**config.mk**
```make
export PLATFORM = sky130hd
export DESIGN_NAME = sram_2port_bank_ctrl
export DESIGN_NICKNAME = d
export VERILOG_FILES = /design/src/rtl/sram_2port_bank_ctrl.sv
export SDC_FILE = /design/constraint.sdc
export NUM_CORES = 1
export LEC_CHECK = 0
export CAP_MARGIN = 20
export CORE_MARGIN = 8
export CORE_UTILIZATION = 40
export DETAILED_ROUTE_END_ITERATION = 8
export HOLD_SLACK_MARGIN = 0.02
export PLACE_DENSITY = 0.63
export SLEW_MARGIN = 20
export SYNTH_ARGS = -nofsm -noshare
export SYNTH_HDL_FRONTEND = slang
export SYNTH_SLANG_ARGS = --single-unit
export TNS_END_PERCENT = 50
```
**constraint.sdc**
```tcl
create_clock -name clk -period 4.3 [get_ports clk]
set_input_delay 0.86 -clock clk [delete_from_list [all_inputs] [get_ports clk]]
set_output_delay 0.86 -clock clk [all_outputs]
set_load 0.01 [all_outputs]
```
**src/rtl/sram_2port_bank_ctrl.sv**
```systemverilog
// -----------------------------------------------------------------------------
// sram_2port_bank_ctrl
//
// WIDTH x DEPTH two-port SRAM bank with a built-in Bennett-style phase
// sequencer. Port A reads or writes. Port B only reads. Every accepted access
// runs one reversible cycle:
//   - CHARGE ramps the power-clock phases up one per clock.
//   - ACCESS fires the word lines for one cycle.
//   - DISCHARGE ramps the phases down in reverse order.
//   - DONE pulses the acks.
// Both ports are served in the same cycle when both are requested.
//
// Optional feature: define SRAM_WRITE_BYPASS_EN for write-through on a
// same-address collision between an A write and a B read. In that case
// rdata_b returns wdata_a. Without the macro, B reads the old contents.
//
// Ports:
//   clk                      system clock, rising edge
//   reset                    asynchronous active-low reset
//   req_a, we_a, addr_a,     port A request (level), write enable,
//   wdata_a                  address and write data
//   rdata_a, ack_a           port A read data (held) and completion pulse
//   req_b, addr_b            port B read request (level) and address
//   rdata_b, ack_b           port B read data (held) and completion pulse
//   clkp                     power-clock phase vector (thermometer code)
//   word_a, word_b           one-hot word lines, active only in ACCESS
//   instflag                 high only in ACCESS
//   busy                     high in every state except IDLE
// -----------------------------------------------------------------------------
module sram_2port_bank_ctrl #(
    parameter  int WIDTH  = 8,
    parameter  int DEPTH  = 16,
    parameter  int PHASES = 5,
    localparam int AW     = (DEPTH > 1) ? $clog2(DEPTH) : 1
) (
    input  logic              clk,
    input  logic              reset,
    input  logic              req_a,
    input  logic              we_a,
    input  logic [AW-1:0]     addr_a,
    input  logic [WIDTH-1:0]  wdata_a,
    output logic [WIDTH-1:0]  rdata_a,
    output logic              ack_a,
    input  logic              req_b,
    input  logic [AW-1:0]     addr_b,
    output logic [WIDTH-1:0]  rdata_b,
    output logic              ack_b,
    output logic [PHASES-1:0] clkp,
    output logic [DEPTH-1:0]  word_a,
    output logic [DEPTH-1:0]  word_b,
    output logic              instflag,
    output logic              busy
);

    typedef enum logic [2:0] {IDLE, CHARGE, ACCESS, DISCHARGE, DONE} state_e;

    // DEPTH need not be a power of two, so compare one bit wider than AW.
    localparam logic [AW:0] DEPTH_LIM = (AW + 1)'(DEPTH);

    state_e              state_q, state_d;
    logic [PHASES-1:0]   clkp_q, clkp_d;
    logic                act_a_q, act_a_d, act_b_q, act_b_d, we_a_q, we_a_d;
    logic [AW-1:0]       addr_a_q, addr_a_d, addr_b_q, addr_b_d;
    logic [WIDTH-1:0]    wdata_a_q, wdata_a_d;
    logic [WIDTH-1:0]    hold_a_q, hold_b_q, rdata_a_q, rdata_b_q;
    logic [WIDTH-1:0]    mem [DEPTH];
    logic                in_a, in_b;
    logic [WIDTH-1:0]    rd_a, rd_b;

    assign in_a = ({1'b0, addr_a_q} < DEPTH_LIM);
    assign in_b = ({1'b0, addr_b_q} < DEPTH_LIM);

    // Out-of-range reads return zero rather than indexing past the array.
    assign rd_a = in_a ? mem[addr_a_q] : '0;
`ifdef SRAM_WRITE_BYPASS_EN
    assign rd_b = !in_b ? '0 :
                  (act_a_q && we_a_q && (addr_a_q == addr_b_q)) ? wdata_a_q :
                  mem[addr_b_q];
`else
    // The array is written at the same edge that captures rd_b, so B sees the old word.
    assign rd_b = in_b ? mem[addr_b_q] : '0;
`endif

    // Next-state logic. The phase vector is registered alongside the state.
    // The first CHARGE cycle therefore already shows clkp[0].
    always_comb begin
        // NOTE: every combinational output gets a default first, so no path can infer a latch.
        state_d   = state_q;
        clkp_d    = clkp_q;
        act_a_d   = act_a_q;
        act_b_d   = act_b_q;
        we_a_d    = we_a_q;
        addr_a_d  = addr_a_q;
        addr_b_d  = addr_b_q;
        wdata_a_d = wdata_a_q;
        unique case (state_q)
            IDLE: begin
                if (req_a || req_b) begin
                    state_d   = CHARGE;
                    clkp_d    = PHASES'(1);
                    act_a_d   = req_a;
                    act_b_d   = req_b;
                    we_a_d    = we_a;
                    addr_a_d  = addr_a;
                    addr_b_d  = addr_b;
                    wdata_a_d = wdata_a;
                end
            end
            CHARGE: begin
                if (&clkp_q) state_d = ACCESS;
                else         clkp_d  = (clkp_q << 1) | PHASES'(1);
            end
            ACCESS: begin
                state_d = DISCHARGE;
                clkp_d  = clkp_q >> 1;
            end
            DISCHARGE: begin
                // The last DISCHARGE cycle is the one that shows clkp == 0.
                if (clkp_q == '0) state_d = DONE;
                else              clkp_d  = clkp_q >> 1;
            end
            DONE:    state_d = IDLE;
            default: state_d = IDLE;
        endcase
    end

    always_ff @(posedge clk or negedge reset) begin
        if (!reset) begin
            state_q   <= IDLE;
            clkp_q    <= '0;
            act_a_q   <= 1'b0;
            act_b_q   <= 1'b0;
            we_a_q    <= 1'b0;
            addr_a_q  <= '0;
            addr_b_q  <= '0;
            wdata_a_q <= '0;
            hold_a_q  <= '0;
            hold_b_q  <= '0;
            rdata_a_q <= '0;
            rdata_b_q <= '0;
        end else begin
            // NOTE: state registers use non-blocking assignments so every flop samples pre-edge values.
            state_q   <= state_d;
            clkp_q    <= clkp_d;
            act_a_q   <= act_a_d;
            act_b_q   <= act_b_d;
            we_a_q    <= we_a_d;
            addr_a_q  <= addr_a_d;
            addr_b_q  <= addr_b_d;
            wdata_a_q <= wdata_a_d;
            if (state_q == ACCESS) begin
                if (act_a_q && !we_a_q) hold_a_q <= rd_a;
                if (act_b_q)            hold_b_q <= rd_b;
            end
            // Read data becomes visible together with the ack pulse.
            if (state_d == DONE) begin
                if (act_a_q && !we_a_q) rdata_a_q <= hold_a_q;
                if (act_b_q)            rdata_b_q <= hold_b_q;
            end
        end
    end

    // NOTE: the array has no reset and keeps its contents across reset.
    // An aborted access never reaches ACCESS, so a pending write is dropped.
    always_ff @(posedge clk) begin
        if (state_q == ACCESS && act_a_q && we_a_q && in_a) mem[addr_a_q] <= wdata_a_q;
    end

    always_comb begin
        word_a = '0;
        word_b = '0;
        if (state_q == ACCESS) begin
            if (act_a_q && in_a) word_a[addr_a_q] = 1'b1;
            if (act_b_q && in_b) word_b[addr_b_q] = 1'b1;
        end
    end

    assign clkp     = clkp_q;
    assign instflag = (state_q == ACCESS);
    assign busy     = (state_q != IDLE);
    assign ack_a    = (state_q == DONE) && act_a_q;
    assign ack_b    = (state_q == DONE) && act_b_q;
    assign rdata_a  = rdata_a_q;
    assign rdata_b  = rdata_b_q;

endmodule

```
==> out/metrics.yaml, run 1 <==
status: "finished, final reports clean"
grt_start_max_net_pins: 40
rsz0062_at_grt: "no"
area.growth.synth_to_final_pct: 17.9
nFillCells: 1795
grt_use_total: 0.161
numCtsBuffers: 17
regToRegStartpoint: "state_q[0]$_DFF_PN0_"
reg2regPathDepth: 3
die_h_um: 163
cap_violations: 0
worst_slew_pin_slew_ns: 1.04
htreeDepth: 4
layout_commonest_cell: "edfxtp_1"
place.gp.congestion: 0.852
cp_data_required_time_ns: 3.44
synth.distinct_cells: 45
cts_root_buf: "clkbuf_16"
final_cell_mix: "128 x edfxtp_1, 76 x clkdlybuf4s50_1, 57 x dfrtp_1"
start_util: 0.408
p_int_w: 0.00408
final_antenna_net_count: 0
synthCells: 530
hold_path.class: "primary input to async pin"
grt.overflow.total: 0
p_sw_w: 0.00207
synth_nets: 551
setup_viol: 0
cts_hold_buf: 0
tns_ns: 0
antennaDiodeCount: 0
peakVddDrop_v: 0.000283
grt_pass1_vias: 5178
route.vias.total: 5176
post-route-min-period_ns: 3.71
yosysWarnings: 0
core_um2: 21100
p_clk_frac: 0.232
cp_max_fo: 20
synth_area_leaders: "edfxtp_1 45%, dfrtp_1 17%, mux4_2 9.9%, mux2_2 5.6%, mux4_1 3.7%"
layout-drive-gt1-share: 0.219
hold_viol: 0
synth_edf_count: 128
ios: 78
cts_setup_buffers: 0
power_density_nw_per_um2: 607
wl_per_cell_um: 23.8
r2r-end: "mem[1][0]$_DFFE_PP_"
cp-start-kind: "flip-flop"
p_comb_frac: 0.307
yosysTopAreaCellShare: 0.447
p_leak_nw: 3.57
cp.arrival_ns: 2.85
clkTransAtPathRegs_ns: 0.07
ctsResizeCount: 0
yosysSeqAreaShare: 0.618
dr.pass1.iters: 5
r2r_slack_ns: 1.39
via_per_inst: 5.84
finalHoldWorstSlack_ns: 0.420
dpl.hpwl_mm: 15.1
num-nets-final: 619
slew_headroom: 0.304
ys.flop_type: "edfxtp_1"
async_flop_share: 0.316
syn_area_um2: 8600
finalMaxSlewViolations: 0
cts_sinks: 187
fin_worst_skew_ns: 0.00721
avgSynthCellArea_um2: 16.2
ys_ff_latch: 187
die_area_um2: 26500
die_w_um: 163
place.port_buffers: 77
p_seq_frac: 0.460
yosysTopAreaCell: "edfxtp_1"
timing.fmax_ghz: 0.269
cts_tree: "done"
cp-end-kind: "primary output"
period_share: 0.863
routed_wl_mm: 21.0
worstSetupPathType: "flip-flop to primary output"
drcViolationCount: 0
clk_path_buf_depth: 2
drt_iter0_drc: 510
insertion_delay_ns: 0.43
antenna_found_initial: 0
placementRows: 53
grt_pass1_wl_mm: 32.3
switching_share: 0.336
fin_util: 0.481
cell families after synthesis:
family	Yosys count	synth area share
buffers and inverters	41	0.0238
DFF	187	0.618
and+or+nand+nor	132	0.0849
AOI/OAI and AO/OA	46	0.0445
muxes	124	0.228
power by group through the flow:
stage          Clock, W  Sequential, W  Combinational (W)
2_1_floorplan         0        0.00257            0.00160
6_report        0.00143        0.00283            0.00189
3_5_place_dp          0        0.00286            0.00189
5_1_grt         0.00153        0.00288            0.00203
3_3_place_gp          0        0.00281            0.00186
4_1_cts         0.00146        0.00282            0.00189
metal layers:
layer,part of all wire,vias up,GRT usage
met5,0,-,0
li1,-,2279,-
met2,0.47,218,0.251
met4,0.016,0,0.0488
met1,0.44,2656,0.221
met3,0.081,23,0.0364
worst max path at each step:
stage,startpoint,to
after floorplan,state_q[0]$_DFF_PN0_,word_a[0]
after global placement,state_q[0]$_DFF_PN0_,word_a[0]
after detailed placement,state_q[0]$_DFF_PN0_,word_a[0]
after CTS,state_q[0]$_DFF_PN0_,word_a[0]
after global routing,state_q[0]$_DFF_PN0_,word_a[0]
final,state_q[0]$_DFF_PN0_,word_a[0]
state kept, by name, indices dropped and copies added (netlist names):
signal	cells
act_a_q	1
addr_a_q	4
wdata_a_q	8
hold_b_q	8
rdata_a	8
rdata_b	8
state_q	3
hold_a_q	8
addr_b_q	4
act_b_q	1
mem	128
clkp	5
we_a_q	1
area by class of cell:
type                    instances  area, um2  area share
repair buffers                 87        843      0.0832
well taps                     275        344      0.0339
clock inverters                13       95.1     0.00938
inverters                       3       11.3     0.00111
multi-input cells             302       3080       0.304
clock buffers                  19        443      0.0437
flip-flops and latches        187       5320       0.525
critical path: stages, from the launching register on:
cell and delay (ns):
dfrtp_1 0.46, and4bb_2 0.61, or3b_2 0.61, nor3_1 0.17, clkdlybuf4s50_1 0.57
synth_stat cells, drive strengths merged (9+ instances only):
master and n:
a22oi 14, nand3 11, dfrtp 59, nand2 17, clkbuf 18, edfxtp 128
nor3 11, a22o 9, mux2i 31, mux2 43, buf 20, mux4 50
nor2 46
through the flow:
stage | instances | setup WS [ns] | cell area (um2) | power (W)
floorplan | 530 | 1.72 | 8600 | 0.00418
global placement | 854 | 1.09 | 9600 | 0.00467
detailed placement | 854 | 1.06 | 9600 | 0.00475
CTS | 886 | 0.580 | 10100 | 0.00617
global route | 886 | 0.425 | 10100 | 0.00644
finish | 886 | 0.589 | 10100 | 0.00615
No activity file was read; power rests on OpenSTA's default activity.
==> inputs of run 2 (changes only) <==
--- a/config.mk
+++ b/config.mk
@@ -6,10 +6,10 @@
 export NUM_CORES = 1
 export LEC_CHECK = 0
 export CAP_MARGIN = 20
-export CORE_MARGIN = 8
 export CORE_UTILIZATION = 40
+export CTS_CLUSTER_DIAMETER = 200
 export DETAILED_ROUTE_END_ITERATION = 8
-export HOLD_SLACK_MARGIN = 0.02
+export HOLD_SLACK_MARGIN = 0.03
 export PLACE_DENSITY = 0.63
 export SLEW_MARGIN = 20
 export SYNTH_ARGS = -nofsm -noshare
==> run 2 against run 1 <==
  * First-iteration DRC count up 15%
  * Die area down 16%
  * Utilization is 0.42 points higher
  * Via count shrank 0.89%
  * Non-clock buffer count stayed put
  * Hold slack better by 0.084 ns
  * Sequential share of layout area shrank 0.47 points
  * Register-to-register slack improved by 0.06 ns
  * Critical path depth stayed put
  * Critical endpoint unchanged
  * Largest cell class unchanged
==> out/metrics.yaml, run 2 (synthesis gave the netlist of run 1 again) <==
dpl.hpwl_mm: 14.6
cp_num_buf_inv: 1
cp_data_required_time_ns: 3.44
grt_pass1_vias: 5084
nFillCells: 1791
grt_start_max_net_pins: 36
final_cells: 886
cp.arrival_ns: 2.85
place.port_buffers: 77
place_inst: 854
grt_pass1_wl_mm: 31.4
ctsResizeCount: 0
antennaDiodeCount: 0
cp-end-kind: "primary output"
clkTransAtPathRegs_ns: 0.06
setup_viol: 0
drcViolationCount: 0
htreeDepth: 4
largest_reg_flops: 128
routed_wl_mm: 20.4
cts_setup_buffers: 0
status: "finished, final reports clean"
ios: 78
area.growth.synth_to_final_pct: 18.9
post-route-min-period_ns: 3.71
hold_path.class: "flip-flop to flip-flop"
placementRows: 53
start_util: 0.408
peakVddDrop_v: 0.000309
final_area_um2: 10200
cap_violations: 0
timing.fmax_ghz: 0.270
die_w_um: 149
power_density_nw_per_um2: 622
cp-start-kind: "flip-flop"
worstSetupPathType: "flip-flop to primary output"
rsz0062_at_grt: "no"
core_um2: 21100
grt.overflow.total: 0
max_stage_delay_ns: 0.61
place_area_um2: 9600
layout_commonest_cell: "edfxtp_1"
cts_hold_buf: 0
insertion_delay_ns: 0.43
drt_iter0_drc: 588
regMostFlops: "mem"
final_cell_mix: "128 x edfxtp_1, 76 x clkdlybuf4s50_1, 58 x dfrtp_1"
crit_slowest_cell: "and4bb_2"
period_share: 0.862
antenna_found_initial: 0
final_antenna_net_count: 0
finalHoldWorstSlack_ns: 0.504
p_leak_nw: 3.62
fin_util: 0.485
die_h_um: 149
dr.pass1.iters: 5
worst_slew_pin_slew_ns: 1.07
hold_viol: 0
cts_sinks: 187
layout-drive-gt1-share: 0.216
route.vias.total: 5130
wl_per_cell_um: 23.0
die_area_um2: 22100
path_cells: "and4bb_2 > or3b_2 > nor3_1 > clkdlybuf4s50_1"
cts_root_buf: "clkbuf_16"
clk_path_buf_depth: 2
numCtsBuffers: 17
tns_ns: 0
num-nets-final: 619
place.gp.congestion: 0.840
finalMaxSlewViolations: 0
grt_use_total: 0.194
via_per_inst: 5.79
cts_tree: "done"
slew_headroom: 0.285
fin_worst_skew_ns: 0.00565
cp_max_fo: 20
cp_top_family: "simple AND/OR/NAND/NOR gates"
run 2: worst paths after layout:
check                           slack, ns               startpoint  cells past startpoint                 endpoint
worst max-delay path                 0.59     state_q[0]$_DFF_PN0_                      4                word_a[0]
worst max register to register       1.45     state_q[0]$_DFF_PN0_                      3      mem[0][2]$_DFFE_PP_
min in group asynchronous            0.56                    reset                      1  addr_a_q[3]$_DFFE_PN0P_
worst min-delay path                 0.50  hold_b_q[6]$_DFFE_PN0P_                      2  hold_b_q[6]$_DFFE_PN0P_
max in group asynchronous            2.87                    reset                      2  addr_b_q[2]$_DFFE_PN0P_
worst min register to register       0.50  hold_b_q[6]$_DFFE_PN0P_                      2  hold_b_q[6]$_DFFE_PN0P_
run 2: through the flow:
step                worst slack [ns]  total power (W)
finish                         0.592          0.00636
detailed placement              1.05          0.00475
global route                   0.430          0.00667
CTS                            0.586          0.00640
global placement                1.11          0.00467
floorplan                       1.72          0.00418
run 2: tightest hold or removal path, stage by stage, from the launching register on:
cell and delay, ns:
dfrtp_1 0.34, nand2_1 0.05, o211ai_1 0.07
run 2: routing by layer:
layer  part of all wire  track usage
met1               0.44        0.277
met2               0.47        0.301
met3              0.072       0.0396
met5                  0            0
met4              0.012       0.0562
run 2: final cells by class:
type / count / area, um2 / share of cell area
Clock inverter: 14 / 194 / 0.0190
Sequential cell: 187 / 5320 / 0.520
Clock buffer: 18 / 439 / 0.0429
Tap cell: 275 / 344 / 0.0336
Multi-Input combinational cell: 302 / 3080 / 0.301
Timing Repair Buffer: 87 / 841 / 0.0822
Inverter: 3 / 11.3 / 0.00110
run 2: power by group:
| part | internal, W | switching, W | leakage, nW |
|---|---|---|---|
| clock network | 0.000991 | 0.000659 | 0.304 |
| logic | 0.00100 | 0.000856 | 1.41 |
| registers | 0.00233 | 0.000529 | 1.90 |
| total | 0.00432 | 0.00204 | 3.62 |
==> edit 1: new RTL, config.mk and constraints of run 1 <==
Set the parameter `DEPTH` to 8 (it was 16).
--- a/src/rtl/sram_2port_bank_ctrl.sv
+++ b/src/rtl/sram_2port_bank_ctrl.sv
@@ -30,5 +30,5 @@
 module sram_2port_bank_ctrl #(
     parameter  int WIDTH  = 8,
-    parameter  int DEPTH  = 16,
+    parameter  int DEPTH  = 8,
     parameter  int PHASES = 5,
     localparam int AW     = (DEPTH > 1) ? $clog2(DEPTH) : 1
Ports: changed (resized addr_a, addr_b, word_a and word_b); port bits go from 78 to 60. No check against the original RTL was run, so the function may have changed too.
==> edit 1 against run 1 <==
- core utilization up 2.3 points
- global-route usage down 1.1 points
- total power down 28%
- combinational power down 31%
- worst setup slack better by 160 ps
- area after synthesis down 37%
- sequential cell count down 66
- final area down 34%
- routed wire length down 40%
- critical path type unchanged
- highest routed layer unchanged
==> edit 1: results (changes against run 1) <==
root_buffer: "clkbuf_16"  # unchanged
grt_max_degree: 36  # was 40
pre_cts_slack_ps: 1190  # was 1060 ps
totalWireLength_um: 12500  # was 21000 um
clkPwrFrac_pct: 29.0  # was 23.2%
r2r_start: "addr_a_q[1]$_DFFE_PN0P_"  # was state_q[0]$_DFF_PN0_
pg_seq_mw: 1.86  # was 2.83 mW
largest_reg_flops: 64  # was 128
cp_max_fo: 18  # was 20
post-place-cells: 599  # was 854
grt_pass1_vias: 3548  # was 5178
synth_edf_count: 64  # was 128
viasPerCell: 5.54  # was 5.84
drt_iter0_drc: 222  # was 510
grt_pass1_wl_um: 20100  # was 32300 um
top_register: "mem"  # unchanged
p_int_mw: 3.02  # was 4.08 mW
cp_data_arrival_time_ps: 2690  # was 2850 ps
power.leakage_nw: 2.53  # was 3.57 nW
hold_class: "input port to asynchronous set/reset pin"  # unchanged
seq_area_frac_synth_pct: 62.1  # was 61.8%
yosysUniqueCellTypes: 46  # was 45
clock_latency_ps: 410  # was 430 ps
ys_warn_count: 0  # unchanged
startpoint: "state_q[0]$_DFF_PN0_"  # unchanged
antenna_cells: 0  # unchanged
dpl.hpwl_um: 8540  # was 15100 um
clock_skew_ps: 8.41  # was 7.21 ps
dpl_cell_area_um2: 6100  # was 9600 um^2
fin_nets: 461  # was 619
synth.area.top_cells: "edfxtp_1 (36%), dfrtp_1 (26%), mux2_2 (7.3%), mux4_2 (5.4%), mux2i_1 (4.1%)"  # was edfxtp_1 (45%), dfrtp_1 (17%), mux4_2 (9.9%), mux2_2 (5.6%), mux4_1 (3.7%)
ys_top_cells_by_count: "edfxtp_1 (64), dfrtp_1 (57), mux2_2 (35)"  # was edfxtp_1 (128), dfrtp_1 (59), nor2_1 (46)
comb_power_share_pct: 29.3  # was 30.7%
antenna_found_initial: 0  # unchanged
postCtsSetupBuffers: 0  # unchanged
synthCells: 385  # was 530
maxSlewHeadroom_pct: 30.7  # was 30.4%
drive_gt1_share_pct: 20.0  # was 21.9%
synth_nets: 404  # was 551
via_count: 3496  # was 5176
ir_drop_v: 0.000275  # was 0.000283 V
globalplace.congestion: 0.791  # was 0.852
grtUsageTotal_pct: 15.0  # was 16.1%
outcome: "finished clean"  # unchanged
cts.clk_slew.worst_paths_ps: 50  # was 70 ps
synth-async-reset-ratio_pct: 47.1  # was 31.6%
io_buffers: 59  # was 77
-- edit 1: changes by cell type in the layout (fill, tap and decap cells not counted), moves of 9 or more --
cell / run 1 / this run
a22oi_1: 14 / 5
nand2_1: 16 / 29
o21ai_0: 2 / 11
nor2_1: 45 / 30
mux4_2: 38 / 13
clkdlybuf4s50_1: 76 / 58
mux4_1: 12 / 0
mux2i_1: 31 / 22
edfxtp_1: 128 / 64
-- edit 1: path summary, 6_finish.rpt --
check	to	slack, ps	depth (start not counted)
max	word_b[0]	750	4
min	clkp[1]$_DFFE_PN0P_	450	1
max reg2reg	mem[7][7]$_DFFE_PP_	1850	2
min reg2reg	hold_b_q[0]$_DFFE_PN0P_	480	2
max in group asynchronous	wdata_a_q[3]$_DFFE_PN0P_	2970	2
min in group clk	hold_b_q[0]$_DFFE_PN0P_	480	2
-- edit 1: critical path, stage by stage, from the launching register on --
cell             delay, ps
dfrtp_1                430
nor3b_2                470
nand2_1                460
nor4_1                 320
clkdlybuf4s50_1        600
-- edit 1: cell families after synthesis --
kind of cell	after synthesis	synth area share [%]
mux	73	17.7
simple gates	98	9.01
compound gates	62	8.45
buf+inv	31	2.72
flops	121	62.1
-- edit 1: final cells by class --
type	instances	area, um^2
clock buffers	22	464
inverters	5	18.8
multi-input cells	233	1890
repair buffers	64	623
fillers	1109	6550
flip-flops and latches	121	3350
clock inverters	10	76.3
well taps	176	220
-- edit 1: per-layer routing --
metal	part of all wire, %	GRT usage (%)	up-vias
met3	7.1	4.61	23
met4	2.0	6.70	0
met2	49	24.3	120
li1	-	-	1575
met5	0	0	-
met1	42	18.0	1778
==> edit 2: new RTL, config.mk and constraints of run 1 <==
Made on the original files. Reset style: synchronous (`reset`), changed in one clocked block. Comments in the files are not updated.
--- a/src/rtl/sram_2port_bank_ctrl.sv
+++ b/src/rtl/sram_2port_bank_ctrl.sv
@@ -125,5 +125,5 @@
     end
 
-    always_ff @(posedge clk or negedge reset) begin
+    always_ff @(posedge clk) begin
         if (!reset) begin
             state_q   <= IDLE;
Function: differs if reset is asserted again (counterexample within 4 cycles, from zero or initial values and one cycle with reset low); with reset held inactive, the same outputs for 10 cycles.
==> edit 2 against run 1 <==
- cell count grew 8.7%
- largest cell class unchanged
- core utilization shrank 0.060 points
- fmax down 0.93%
- final area down 1.4%
- worst setup slack worse by 35 ps
- non-clock buffer count down 3
- highest routed layer unchanged
- first-iteration DRC count rose by 8.8%
- critical path depth did not move
- area after synthesis fell by 2.1%
- critical path type unchanged
- sequential cell count unchanged
- routed wire length rose by 4.2%
- sequential share of layout area fell by 2.2 points
Power is not compared: it rests on default switching activity, and its combinational part moved more than twofold at a synthesized area within 25%.
==> edit 2: results (changes against run 1) <==
pre_cts_slack_ps: 1050  # was 1060 ps
grt_pass1_vias: 5561  # was 5178
ys_top_cells_by_count: "edfxtp_1 (128), nor2_1 (61), dfxtp_1 (59)"  # was edfxtp_1 (128), dfrtp_1 (59), nor2_1 (46)
buffer_area_share_pct: 8.23  # was 8.32%
drive_gt1_share_pct: 14.7  # was 21.9%
clkbuf_count: 26  # was 19
maxSlewHeadroom_pct: 27.8  # was 30.4%
multi_input_area_share_pct: 31.6  # was 30.4%
reg2regPathDepth: 5  # was 3
outcome: "finished clean"  # unchanged
dpl.hpwl_um: 15300  # was 15100 um
multi_input_area_um2: 3160  # was 3080 um^2
synth_nets: 638  # was 551
die_x_um: 161  # was 163 um
clk_share_pct: 6.28  # was 5.31%
syn_avg_cell_area_um2: 13.7  # was 16.2 um^2
synth-async-reset-ratio_pct: 0  # was 31.6%
drt_iter0_drc: 555  # was 510
fin_nets: 696  # was 619
n_fill_cell: 1796  # was 1795
hold_class: "flip-flop to flip-flop"  # was input port to asynchronous set/reset pin
post-place-cells: 931  # was 854
seq_area_frac_synth_pct: 59.7  # was 61.8%
cp_slowest_cell: "dfxtp_1"  # was and4bb_2
slowest_delay_ps: 590  # was 610 ps
num-nonclk-inverters: 4  # was 3
buffers: 84  # was 87
cp_data_arrival_time_ps: 2890  # was 2850 ps
final_cell_count_no_fill: 963  # was 886
synth.area.top_cells: "edfxtp_1 (46%), mux4_2 (15%), dfxtp_1 (14%), mux2i_1 (5.1%), nor2_1 (2.7%)"  # was edfxtp_1 (45%), dfrtp_1 (17%), mux4_2 (9.9%), mux2_2 (5.6%), mux4_1 (3.7%)
grtUsageTotal_pct: 17.0  # was 16.1%
via_count: 5539  # was 5176
gr-usage-met2_pct: 27.6  # was 25.1%
dpl_cell_area_um2: 9370  # was 9600 um^2
nMultiInputCombCells: 381  # was 302
globalplace.congestion: 0.826  # was 0.852
totalWireLength_um: 21900  # was 21000 um
grt_max_degree: 43  # was 40
yosysUniqueCellTypes: 46  # was 45
[edit 2: changes by cell type after synthesis, sizes merged, moves of 12 or more]
cell   change
dfrtp     -59
nand2     +40
mux2i     +12
dfxtp     +59
buf       +12
nor2      +15
a21oi     +42
mux2      -43
[edit 2: logic make-up after synthesis]
| group | Yosys count | synth area share (%) |
|---|---|---|
| AOI/OAI and AO/OA | 84 | 6.11 |
| muxes | 98 | 19.8 |
| DFF | 187 | 59.7 |
| buffers and inverters | 49 | 2.85 |
| and+or+nand+nor | 199 | 11.6 |
[edit 2: power by group through the flow]
stage | Sequential (mW) | Combinational (mW) | Clock (mW)
after floorplan | 1.99 | 0.182 | 0
after global placement | 2.03 | 0.224 | 0
after detailed placement | 2.03 | 0.226 | 0
after CTS | 1.99 | 0.227 | 1.68
after global routing | 2.00 | 0.241 | 1.74
final | 1.99 | 0.227 | 1.65
[edit 2: worst paths after layout]
path | from | end | slack, ps
worst min-delay path | rdata_a[6]$_SDFFE_PN0P_ | rdata_a[6]$_SDFFE_PN0P_ | 460
worst min register to register | rdata_a[6]$_SDFFE_PN0P_ | rdata_a[6]$_SDFFE_PN0P_ | 460
worst max register to register | state_q[1]$_SDFF_PN0_ | mem[0][4]$_DFFE_PP_ | 1430
worst max-delay path | state_q[1]$_SDFF_PN0_ | word_b[0] | 550
[edit 2: worst min-delay path, cell delays in order (launching register included)]
cell     delay (ps)
dfxtp_1         310
nand2_1          50
a21oi_1          50
[edit 2: routing by layer]
layer	share of wire (%)	vias up
met5	0	-
met4	1.9	0
met3	7.2	24
met2	49	228
met1	42	2785
li1	-	2502
